==> src/rtl/npi_frame_writer.sv <==
// Write-side NPI frame writer: packs FSL pixel pairs into 64-bit words, writes 128-byte bursts
// to MPMC frame memory and returns a frame-done token over FSL master.
module npi_frame_writer #(
  parameter int C_PI_ADDR_WIDTH     = 32,
  parameter int C_PI_DATA_WIDTH     = 64,
  parameter int C_PI_BE_WIDTH       = 8,
  parameter int C_PI_RDWDADDR_WIDTH = 4,
  parameter int C_FRAME_PIXELS      = 307200
) (
  input  logic                           FSL_Clk,
  input  logic                           FSL_Rst,
  output logic                           FSL_S_Read,
  input  logic [31:0]                    FSL_S_Data,
  input  logic                           FSL_S_Control,
  input  logic                           FSL_S_Exists,
  output logic                           FSL_M_Write,
  output logic [31:0]                    FSL_M_Data,
  output logic                           FSL_M_Control,
  input  logic                           FSL_M_Full,
  output logic [C_PI_ADDR_WIDTH-1:0]     XIL_NPI_Addr,
  output logic                           XIL_NPI_AddrReq,
  input  logic                           XIL_NPI_AddrAck,
  output logic                           XIL_NPI_RNW,
  output logic [3:0]                     XIL_NPI_Size,
  output logic [C_PI_DATA_WIDTH-1:0]     XIL_NPI_WrFIFO_Data,
  output logic [C_PI_BE_WIDTH-1:0]       XIL_NPI_WrFIFO_BE,
  output logic                           XIL_NPI_WrFIFO_Push,
  input  logic                           XIL_NPI_WrFIFO_AlmostFull,
  output logic                           XIL_NPI_WrFIFO_Flush,
  input  logic                           XIL_NPI_WrFIFO_Empty,
  input  logic [C_PI_DATA_WIDTH-1:0]     XIL_NPI_RdFIFO_Data,
  input  logic                           XIL_NPI_RdFIFO_Empty,
  input  logic [C_PI_RDWDADDR_WIDTH-1:0] XIL_NPI_RdFIFO_RdWdAddr,
  input  logic [1:0]                     XIL_NPI_RdFIFO_Latency,
  output logic                           XIL_NPI_RdFIFO_Pop,
  output logic                           XIL_NPI_RdFIFO_Flush,
  output logic                           XIL_NPI_RdModWr,
  input  logic                           XIL_NPI_InitDone,
  output logic [31:0]                    FRAMECNT_Port
);

  typedef enum logic [1:0] {IDLE, FILL, REQ, DONE} state_t;

  state_t                       state_q, state_d;
  logic                         s_read, addr_req, m_write;
  logic [31:0]                  base_q, hold_q, pix_cnt_q, frame_cnt_q;
  logic                         hold_valid_q, push_q, flush_q;
  logic [3:0]                   beat_q;
  logic [C_PI_ADDR_WIDTH-1:0]   addr_q;
  logic [C_PI_DATA_WIDTH-1:0]   wr_data_q;
  logic                         last_burst;
  logic                         unused_inputs;

  assign unused_inputs = ^{XIL_NPI_WrFIFO_Empty, XIL_NPI_RdFIFO_Data, XIL_NPI_RdFIFO_Empty,
                           XIL_NPI_RdFIFO_RdWdAddr, XIL_NPI_RdFIFO_Latency};

  assign last_burst = (pix_cnt_q + 32'd32) == 32'(C_FRAME_PIXELS);

  always_ff @(posedge FSL_Clk or negedge FSL_Rst) begin
    if (!FSL_Rst) state_q <= IDLE;
    else          state_q <= state_d;
  end

  // Combinational strobes are gated by reset so every output is quiet while it is held.
  always_comb begin
    state_d  = state_q;
    s_read   = 1'b0;
    addr_req = 1'b0;
    m_write  = 1'b0;
    if (FSL_Rst) begin
      case (state_q)
        IDLE: begin
          s_read = FSL_S_Exists & XIL_NPI_InitDone;
          if (s_read && FSL_S_Control) state_d = FILL;
        end
        FILL: begin
          s_read = FSL_S_Exists & ~XIL_NPI_WrFIFO_AlmostFull & ~push_q;
          if (push_q && beat_q == 4'd15) state_d = REQ;
        end
        REQ: begin
          addr_req = 1'b1;
          if (XIL_NPI_AddrAck) state_d = last_burst ? DONE : FILL;
        end
        DONE: begin
          m_write = ~FSL_M_Full;
          if (m_write) state_d = IDLE;
        end
        default: state_d = IDLE;
      endcase
    end
  end

  always_ff @(posedge FSL_Clk or negedge FSL_Rst) begin
    if (!FSL_Rst) begin
      base_q       <= '0;
      addr_q       <= '0;
      hold_q       <= '0;
      hold_valid_q <= 1'b0;
      wr_data_q    <= '0;
      push_q       <= 1'b0;
      flush_q      <= 1'b0;
      beat_q       <= '0;
      pix_cnt_q    <= '0;
      frame_cnt_q  <= '0;
    end else begin
      push_q  <= 1'b0;
      flush_q <= 1'b0;
      if (push_q) beat_q <= beat_q + 4'd1;
      if (state_q == REQ && XIL_NPI_AddrAck) begin
        addr_q    <= addr_q + C_PI_ADDR_WIDTH'(128);
        pix_cnt_q <= pix_cnt_q + 32'd32;
      end
      if (m_write) frame_cnt_q <= frame_cnt_q + 32'd1;
      // A control word seen in FILL aborts the frame in progress and restarts at the new base.
      if (s_read && FSL_S_Control) begin
        base_q       <= FSL_S_Data;
        addr_q       <= C_PI_ADDR_WIDTH'(FSL_S_Data);
        hold_valid_q <= 1'b0;
        beat_q       <= '0;
        pix_cnt_q    <= '0;
        flush_q      <= (state_q == FILL);
      end else if (s_read && state_q == FILL) begin
        if (!hold_valid_q) begin
          hold_q       <= FSL_S_Data;
          hold_valid_q <= 1'b1;
        end else begin
          wr_data_q    <= C_PI_DATA_WIDTH'({FSL_S_Data, hold_q});
          push_q       <= 1'b1;
          hold_valid_q <= 1'b0;
        end
      end
    end
  end

  assign FSL_S_Read           = s_read;
  assign FSL_M_Write          = m_write;
  assign FSL_M_Data           = m_write ? base_q : 32'd0;
  assign FSL_M_Control        = m_write;
  assign XIL_NPI_Addr         = addr_q;
  assign XIL_NPI_AddrReq      = addr_req;
  assign XIL_NPI_RNW          = 1'b0;
  assign XIL_NPI_Size         = 4'd4;
  assign XIL_NPI_WrFIFO_Data  = wr_data_q;
  assign XIL_NPI_WrFIFO_BE    = '1;
  assign XIL_NPI_WrFIFO_Push  = push_q;
  assign XIL_NPI_WrFIFO_Flush = flush_q;
  assign XIL_NPI_RdFIFO_Pop   = 1'b0;
  assign XIL_NPI_RdFIFO_Flush = 1'b0;
  assign XIL_NPI_RdModWr      = 1'b0;
  assign FRAMECNT_Port        = frame_cnt_q;

endmodule

==> config.mk <==
export PLATFORM = sky130hd
export DESIGN_NAME = npi_frame_writer
export DESIGN_NICKNAME = d
export VERILOG_FILES = /design/src/rtl/npi_frame_writer.sv
export SDC_FILE = /design/constraint.sdc
export NUM_CORES = 1
export LEC_CHECK = 0
export BUFFER_PORTS_ARGS = -buffer_cell sky130_fd_sc_hd__buf_4
export CORE_MARGIN = 4
export CORE_UTILIZATION = 53
export DETAILED_ROUTE_END_ITERATION = 7
export GPL_TIMING_DRIVEN = 0
export PLACE_DENSITY_LB_ADDON = 0.08
export REMOVE_ABC_BUFFERS = 1
export SLEW_MARGIN = 20
export SYNTH_ARGS = -nofsm -noshare
export SYNTH_HDL_FRONTEND = slang
export SYNTH_SLANG_ARGS = --single-unit
==> constraint.sdc <==
create_clock -name FSL_Clk -period 2.8 [get_ports FSL_Clk]
set_input_delay 0.28 -clock FSL_Clk [delete_from_list [all_inputs] [get_ports FSL_Clk]]
set_output_delay 0.28 -clock FSL_Clk [all_outputs]
set_load 0.01 [all_outputs]
Word level (Yosys, flattened, before mapping)
Cells that the tools add are included.

storage, ports and cells
  flip-flop bits (word level) = 233
  input port bits = 112
  logic and storage cells = 70

operators by class
  add/subtract/negate cells = 4
  eq/ne operators = 9
  multiplexer cells = 26
  bitwise operators = 8
  reduce and logical (&&, ||, !) cells = 12

operators by type and width
  cell                   number
  $mux 32                5
  $add 32x1->32 const B  1
  $add 32x6->32 const B  1
  $add 32x8->32 const B  1
  $eq 32x19->1 const B   1
  $mux 1                 12
  $mux 2                 5
  $mux 4                 2
  $ne 2x2->1 const B     4
  $pmux 2 s4             1
  $reduce_and 3->1       2
  $reduce_bool 2->1      3
  $logic_and 1x1->1      5
  $not 1->1              5
  $reduce_and 5->1       1
  $add 4x1->4 const B    1
  $eq 2x2->1 const B     2
  $eq 4x4->1 const B     1
  $and 1x1->1            3
  $eq 2x1->1 const B     1
  $logic_not 2->1        1
  $pmux 1 s2             1

Logic depth before layout (Yosys ltp)
Gate-level depths: netlist of run 1.

  depth after elaboration = 8
  mapped depth = 9

Worst setup path after synthesis of run 1
OpenSTA, ideal clock, no wires.

  kind = reg2reg
  from = register pix_cnt_q[5]
  to = register state_q[1]
  arrival = 2.358 ns
  path slack = 0.366 ns
  cell stages (with the launch flop) = 9
  clock period less this slack = 2.434 ns
  cells stage by stage = dfrtp_1 > ha_1 > nand4_1 > or3_1 > nor4_1 > mux2_2 > o21ai_0 > nand4_1 > o21ai_1

on the way
  longest elaborated chain between the ends = 5

RTL lines
  what                      line  RTL
  start: declaration        46    logic [31:0] base_q, hold_q, pix_cnt_q, frame_cnt_q;
  start signal: assignment  111   pix_cnt_q <= pix_cnt_q + 32'd32;
  $add 32x6->32             57    assign last_burst = (pix_cnt_q + 32'd32) == 32'(C_FRAME_PIXELS);
  $eq 32x19->1              57
  $mux 2 (2 in a row)       82    if (XIL_NPI_AddrAck) state_d = last_burst ? DONE : FILL;
  $pmux 2 s4                71    case (state_q)
  end signal: assignment    61    else state_q <= state_d;
  end: declaration          44    state_t state_q, state_d;

No other way between the ends. The select of a mux whose other input is x is not followed.
A chain may end at the register's enable or synchronous reset.

Worst setup path in the final report of run 1
  from = register state_q[0]
  to = register wr_data_q[58] (netlist: XIL_NPI_WrFIFO_Data[58])

on the way
  longest elaborated chain between the ends = 6

RTL lines
  what                                                  line     RTL
  $eq 2x1->1 / $logic_not 2->1 (equally long branches)  71, 122
  $pmux 1 s2                                            71
  $mux 1                                                70       if (FSL_Rst) begin
  $logic_and 1x1->1                                     115      if (s_read && FSL_S_Control) begin
  $not 1->1 (no source line)                            -
  $reduce_and 3->1 (no source line) (*)                 -
  end signal: assignment                                127      wr_data_q <= C_PI_DATA_WIDTH'({FSL_S_Data, hold_q});
  end: declaration                                      50       logic [C_PI_DATA_WIDTH-1:0] wr_data_q;

Every way passes the cells marked *; elsewhere a longest branch is shown, timed or not.

==> out/qor.yml, run 1 <==
floorplanning:
  ioPinCount: 294
  row_count: 51
  start_util_pct: 53.82
  dieArea_mm2: 0.02201
  fp.dieH_um: 148.4
  core_mm2: 0.01940
  die_width_um: 148.4
clock_tree:
  cts.clk_slew.worst_paths_ps: 60
  h-tree-depth: 1
  cts_buffer_depth: 3
  numCtsBuffers: 25
  root_buffer: "clkbuf_16"
  cts_tree: "yes"
  clk-insertion-delay-late_ps: 520
  clock_sinks: 228
drt:
  drt_iter0_drc: 537
  drc_errors: 0
  vias: 7980
  wl_per_cell_um: 17.81
  wirelength_mm: 26.17
  drt_first_pass_iters: 5
  drtAntennaViolNets: 0
  via_per_inst: 5.432
sta:
  rsz0062_at_grt: "false"
  maxSlewViolCount: 0
  finalSetupViolCount: 0
  max_freq_mhz: 373.5
  layout_min_cycle_time_ps: 2677
  skew_ps: 13.74
  finalHoldViolCount: 0
  timing.final.crit_share_pct: 95.61
  tightest_slew_ps: 788.1
  slew_headroom_pct: 47.06
synthesis:
  synthCells: 951
  synth_ff_type: "dfrtp_1"
  ys_async_sr_fraction_pct: 100.0
  yosysWarnings: 0
  ys_seq_area_share_pct: 54.65
  syn-cell-area_mm2: 0.01044
  synth_edf_count: 0
  syn_area_per_cell_um2: 10.98
  synth-seq-cells: 228
  synth_cell_types: 57
worst_setup_path:
  rr_startpoint: "state_q[0]"
  crit_path_start_kind: "register"
  path_cells: "or3b_1 -> or4_4 -> or3_2 -> mux2_4"
  r2r-end: "XIL_NPI_WrFIFO_Data[58]"
  worst-setup-path-type: "register to register"
  slowest_stage: "or3_2"
  cp_data_arrival_time_ps: 3070
  slowest_delay_ps: 740
  crit_required_ps: 3190
  ff2ff_path_depth: 4
  crit_fanout: 14
  ff2ff_setup_slack_ps: 120
  end_kind: "register"
place:
  gp_congestion: 0.7827
  dpl.hpwl_mm: 17.50
  placedCellCount: 1384
  io_buffers: 205
  placedInstanceArea_mm2: 0.01226
cells_and_area:
  final_area_mm2: 0.01364
  area_growth_pct: 30.62
  antenna_cells: 0
  final_cells: 1469
  utilization_pct: 70.30
  drive_gt1_share_pct: 31.56
  num-fill-cells: 1472
  final_net_count: 1301
  multi_input_area_mm2: 0.004481
  register_area_mm2: 0.005705
global_routing:
  grt_pass1_wl_mm: 42.06
  grt_max_degree: 98
  grt_pass1_vias: 7895
  overflow: 0
  antenna_found_initial: 0
  grt_usage_pct: 23.28
min_path:
  hp-start: "FSL_S_Data[19]"
  hold_path_class: "input port to register"
  min_delay_path_depth: 3
  min_to: "base_q[19]"
pwr:
  p_leak_nw: 7.025
  p_total_w: 0.01110
  pwr_density_cell_mw_per_mm2: 813.9
  vdd_drop_max_mv: 0.6040
job:
  max_cap_violations: 0
status:
  outcome: "finished, final reports clean"
==> sequential cells by signal, indices dropped and copies added (netlist names) <==
signal	flops
XIL_NPI_WrFIFO_Flush	1
pix_cnt_q	27
XIL_NPI_Addr	32
hold_q	32
base_q	32
XIL_NPI_WrFIFO_Data	64
FRAMECNT_Port	32
hold_valid_q	1
XIL_NPI_WrFIFO_Push	1
state_q	2
beat_q	4
==> final cells by class <==
type | count | area share [%]
Timing Repair Buffer | 252 | 15.97
Sequential cell | 228 | 41.84
Tap cell | 265 | 2.431
Clock buffer | 37 | 5.432
Clock inverter | 9 | 1.275
Multi-Input combinational cell | 671 | 32.86
Inverter | 7 | 0.1927
==> placed cells by master (no fill, tap or decap), types with 16 or more instances in the layout <==
cell           count
dlygate4sd3_1     26
dfrtp_1          228
and3_1            20
nand4_1           22
o21ai_0           63
conb_1            16
xor2_1            20
and2_1            39
nand2_1          160
nor2_1            41
clkbuf_16         25
xnor2_1           26
buf_4            212
nand3_1           33
mux2_4            48
a21oi_1           23
mux2_2            49
==> power breakdown <==
group          switching, W  internal (W)  leakage [nW]
sequential         0.000647       0.00412          3.06
combinational       0.00131       0.00142          3.52
clock               0.00131       0.00229         0.451
==> worst max path at each step <==
stage,startpoint,end,cells after the start
final,state_q[0],XIL_NPI_WrFIFO_Data[58],4
after global routing,state_q[0],XIL_NPI_WrFIFO_Data[58],4
after CTS,state_q[0],XIL_NPI_WrFIFO_Data[51],5
after detailed placement,FSL_Rst,FRAMECNT_Port[29],10
after global placement,FSL_Rst,XIL_NPI_Addr[20],7
after floorplan,XIL_NPI_WrFIFO_Push,XIL_NPI_WrFIFO_Data[14],4
==> metrics by stage <==
stage	TNS, ps	setup slack (ps)	hold slack, ps
finish	0	122.9	12.66
global route	0	39.86	11.53
CTS	0	30.23	1.254
detailed placement	-44860	-858.6	256.7
global placement	-845370	-4017	449.4
floorplan	-61820	-664.9	-15.59
==> synthesized netlist by cell type, drive strengths merged, types with 3 or more instances <==
cell    count  area (um2)
dfrtp     228        5705
nand2     163       611.8
mux2       97        1272
o21ai      64       320.3
nor2       42       157.7
and2       41       256.5
nand3      33       165.2
buf        30       229.0
clkbuf     30       113.9
xnor2      26       227.7
a21oi      24       120.1
nand4      22       137.6
and3       20       125.1
xor2       20       175.2
a31oi      13       81.33
nor3        9       50.05
inv         7       26.28
o211a       7       70.07
o31ai       7       52.55
and4        6       52.55
nor4        6       37.54
o311ai      6       52.55
nor3b       5       37.54
ha          4       50.05
nor2b       4       25.02
or3         4       25.02
nand2b      3       18.77
or4         3       26.27
==> cells by family (layout without fill, tap and decap cells) <==
kind of cell	Yosys count	count (layout)	synth area share (%)
and+or+nand+nor	368	369	17.10
DFF	228	228	54.65
AOI/OAI and AO/OA	138	138	8.018
muxes	98	98	12.28
buffers and inverters	67	305	3.535
xor gates and xnor gates	46	46	3.859
adders and majority gates	4	4	0.4794
other	2	16	0.07193
==> per-layer routing <==
metal / wire length (um) / share of wire, % / global-route usage (%) / vias to the layer above
met5: 0 / 0 / 0 / -
li1: - / - / - / 3769
met1: 11560 / 44 / 32.46 / 3914
met3: 2130 / 8.1 / 5.759 / 28
met4: 426 / 1.6 / 4.988 / 0
met2: 12060 / 46 / 37.52 / 269
==> repair_timing <==
action / CTS / global route
setup endpoints to repair: 12 / 98
hold endpoints to repair: 107 / 1
buffers inserted: 1 / 8
gates resized for setup: 5 / 3
hold buffers: 28 / 1
pin swaps: 1 / 3
cloned: 0 / 1
==> worst max-delay path: cells and delay by family (launching register included) <==
family | cells | cell delay, ps
and+or+nand+nor | 3 | 1710
muxes | 1 | 380
DFF | 1 | 460
(Power assumes the default switching activity.)
==> run 2, diff against run 1 <==
--- a/config.mk
+++ b/config.mk
@@ -10,6 +10,7 @@
 export CORE_UTILIZATION = 53
 export DETAILED_ROUTE_END_ITERATION = 7
 export GPL_TIMING_DRIVEN = 0
+export MAX_ROUTING_LAYER = met4
 export PLACE_DENSITY_LB_ADDON = 0.08
 export REMOVE_ABC_BUFFERS = 1
 export SLEW_MARGIN = 20
==> out/qor.yml, run 2 (synthesized netlist as in run 1, its figures left out) <==
worst_setup_path:
  rr_startpoint: "state_q[0]"
  startpoint: "state_q[0]"
  slowest_delay_ps: 740  # about the same
  r2r-end: "XIL_NPI_WrFIFO_Data[42]"
  worst-setup-path-type: "register to register"
  crit_fanout: 14  # unchanged
  path_cells: "or3b_1 -> or4_4 -> or3_2 -> mux2_4"
  ff2ff_path_depth: 4  # unchanged
  crit_family: "simple AND/OR/NAND/NOR gates"
  crit_required_ps: 3190  # about the same
  end_kind: "register"
  ff2ff_setup_slack_ps: 130  # about the same
  critical_path_cell_count: 4  # unchanged
  path_buf_inv: 0  # unchanged
  slowest_stage: "or3_2"
  crit_path_start_kind: "register"
  cp_data_arrival_time_ps: 3060  # about the same
  crit_end: "XIL_NPI_WrFIFO_Data[42]"
min_path:
  hold_path_class: "input port to register"
floorplanning:
  ioPinCount: 294  # unchanged
  die_width_um: 148.4  # unchanged
  row_count: 51  # unchanged
  core_mm2: 0.01940  # unchanged
  fp.dieH_um: 148.4  # unchanged
  dieArea_mm2: 0.02201  # unchanged
  start_util_pct: 53.82  # unchanged
drt:
  drtAntennaViolNets: 0  # unchanged
  vias: 7980  # unchanged
  wl_per_cell_um: 17.81  # about the same
  drt_iter0_drc: 528  # -1.7%
  via_per_inst: 5.425  # -0.14%
  drc_errors: 0  # unchanged
  drt_first_pass_iters: 4  # -1
  wirelength_mm: 26.20  # +0.12%
sta:
  max_freq_mhz: 374.6  # +0.28%
  timing.final.crit_share_pct: 95.34  # -0.27 points
  slew_headroom_pct: 47.28  # +0.22 points
  finalSetupViolCount: 0  # unchanged
  maxSlewViolCount: 0  # unchanged
  layout_min_cycle_time_ps: 2670  # -7.463 ps
  layout_setup_ws_ps: 130.4  # +7.463 ps
  hold_slack_ps: 9.716  # -2.947 ps
  skew_ps: 16.49  # +2.745 ps
  rsz0062_at_grt: "false"
  finalHoldViolCount: 0  # unchanged
  tightest_slew_ps: 784.8  # -3.286 ps
pwr:
  p_leak_nw: 7.036  # +0.16%
  p_total_w: 0.01110  # about the same
  vdd_drop_max_mv: 0.6009  # -0.51%
  pwr_density_cell_mw_per_mm2: 812.8  # -0.14%
cells_and_area:
  area_growth_pct: 30.76
  layout_common_cells: "228 x dfrtp_1, 214 x buf_4, 160 x nand2_1, 63 x o21ai_0, 49 x mux2_2"
  drive_gt1_share_pct: 31.67  # +0.11 points
  utilization_pct: 70.38  # +0.077 points
  final_net_count: 1303  # +0.15%
  antenna_cells: 0  # unchanged
  final_cells: 1471  # +0.14%
  final_common_cell: "dfrtp_1"
  largest_reg_flops: 64  # unchanged
  num-fill-cells: 1471  # -0.068%
place:
  io_buffers: 205  # unchanged
  place_ws_ps: -858.6  # unchanged
  dpl.hpwl_mm: 17.50  # unchanged
  gp_congestion: 0.7936  # +1.4%
  placedCellCount: 1384  # unchanged
global_routing:
  grt_usage_pct: 23.98  # +0.70 points
  grt_pass1_wl_mm: 41.97  # -0.21%
  overflow: 0  # unchanged
  antenna_found_initial: 0  # unchanged
  grt_pass1_vias: 7914  # +0.24%
  grt_max_degree: 98  # unchanged
clock_tree:
  cts_buffer_depth: 3  # unchanged
  numCtsBuffers: 25  # unchanged
  h-tree-depth: 1  # unchanged
  clock_sinks: 228  # unchanged
  root_buffer: "clkbuf_16"
  cts_tree: "yes"
  cts.clk_slew.worst_paths_ps: 60  # about the same
  clk-insertion-delay-late_ps: 520  # about the same
status:
  outcome: "finished, final reports clean"
job:
  max_cap_violations: 0  # unchanged
[run 2: cell types whose count changed in the layout (fill, tap and decap cells not counted), sizes merged]
cell,previous run,this run
buf,226,228
[run 2: through the flow]
stage | TNS (ps) | instance area, um2
after floorplan | -61820 | 10150
after CTS | 0 | 13540
final | 0 | 13650
after detailed placement | -44860 | 12260
after global placement | -845370 | 12020
after global routing | 0 | 13650
[run 2: final cells by class]
class / count / area [um2] / area share (%)
Inverter: 7 / 26.28 / 0.1925
Clock inverter: 9 / 173.9 / 1.274
Sequential cell: 228 / 5705 / 41.79
Multi-Input combinational cell: 671 / 4481 / 32.82
Tap cell: 265 / 331.6 / 2.429
Timing Repair Buffer: 254 / 2193 / 16.07
Clock buffer: 37 / 740.7 / 5.426
[run 2: worst reg2reg max path, cell delays in order, from the launching register on]
cell and delay [ps]:
dfrtp_1 460, or3b_1 420, or4_4 550, or3_2 740
mux2_4 390
[run 2: how the worst min path moves through the flow]
| stage | slack, ps | end | cells after the start | startpoint |
|---|---|---|---|---|
| floorplan | -20 | FRAMECNT_Port[0] | 0 | FSL_Rst |
| global placement | 450 | base_q[10] | 2 | base_q[10] |
| detailed placement | 260 | FRAMECNT_Port[30] | 1 | FSL_Rst |
| CTS | 1 | base_q[27] | 3 | FSL_S_Data[27] |
| global route | 10 | XIL_NPI_WrFIFO_Data[62] | 2 | FSL_S_Data[30] |
| finish | 10 | base_q[19] | 3 | FSL_S_Data[19] |
[run 2: report_power, final]
part / internal (W) / total [W] / switching (W)
Combinational: 0.00142 / 0.00273 / 0.00131
Sequential: 0.00412 / 0.00476 / 0.000643
Clock: 0.00229 / 0.00360 / 0.00131
[run 2: repair_timing]
item	4_1_cts	5_1_grt
endpoints found under the setup margin	12	99
buffers inserted	1	10
cloned	0	1
pin swaps	1	3
hold buffers	28	1
resized for setup	5	3
hold endpoints to repair	107	1
[run 2: layer usage]
metal / vias to the layer above / track usage, % / share of wire (%)
met4: 0 / 4.942 / 1.6
met2: 257 / 37.54 / 46
met3: 29 / 5.210 / 7.1
met1: 3919 / 32.83 / 45
met5: - / - / 0
li1: 3775 / - / -
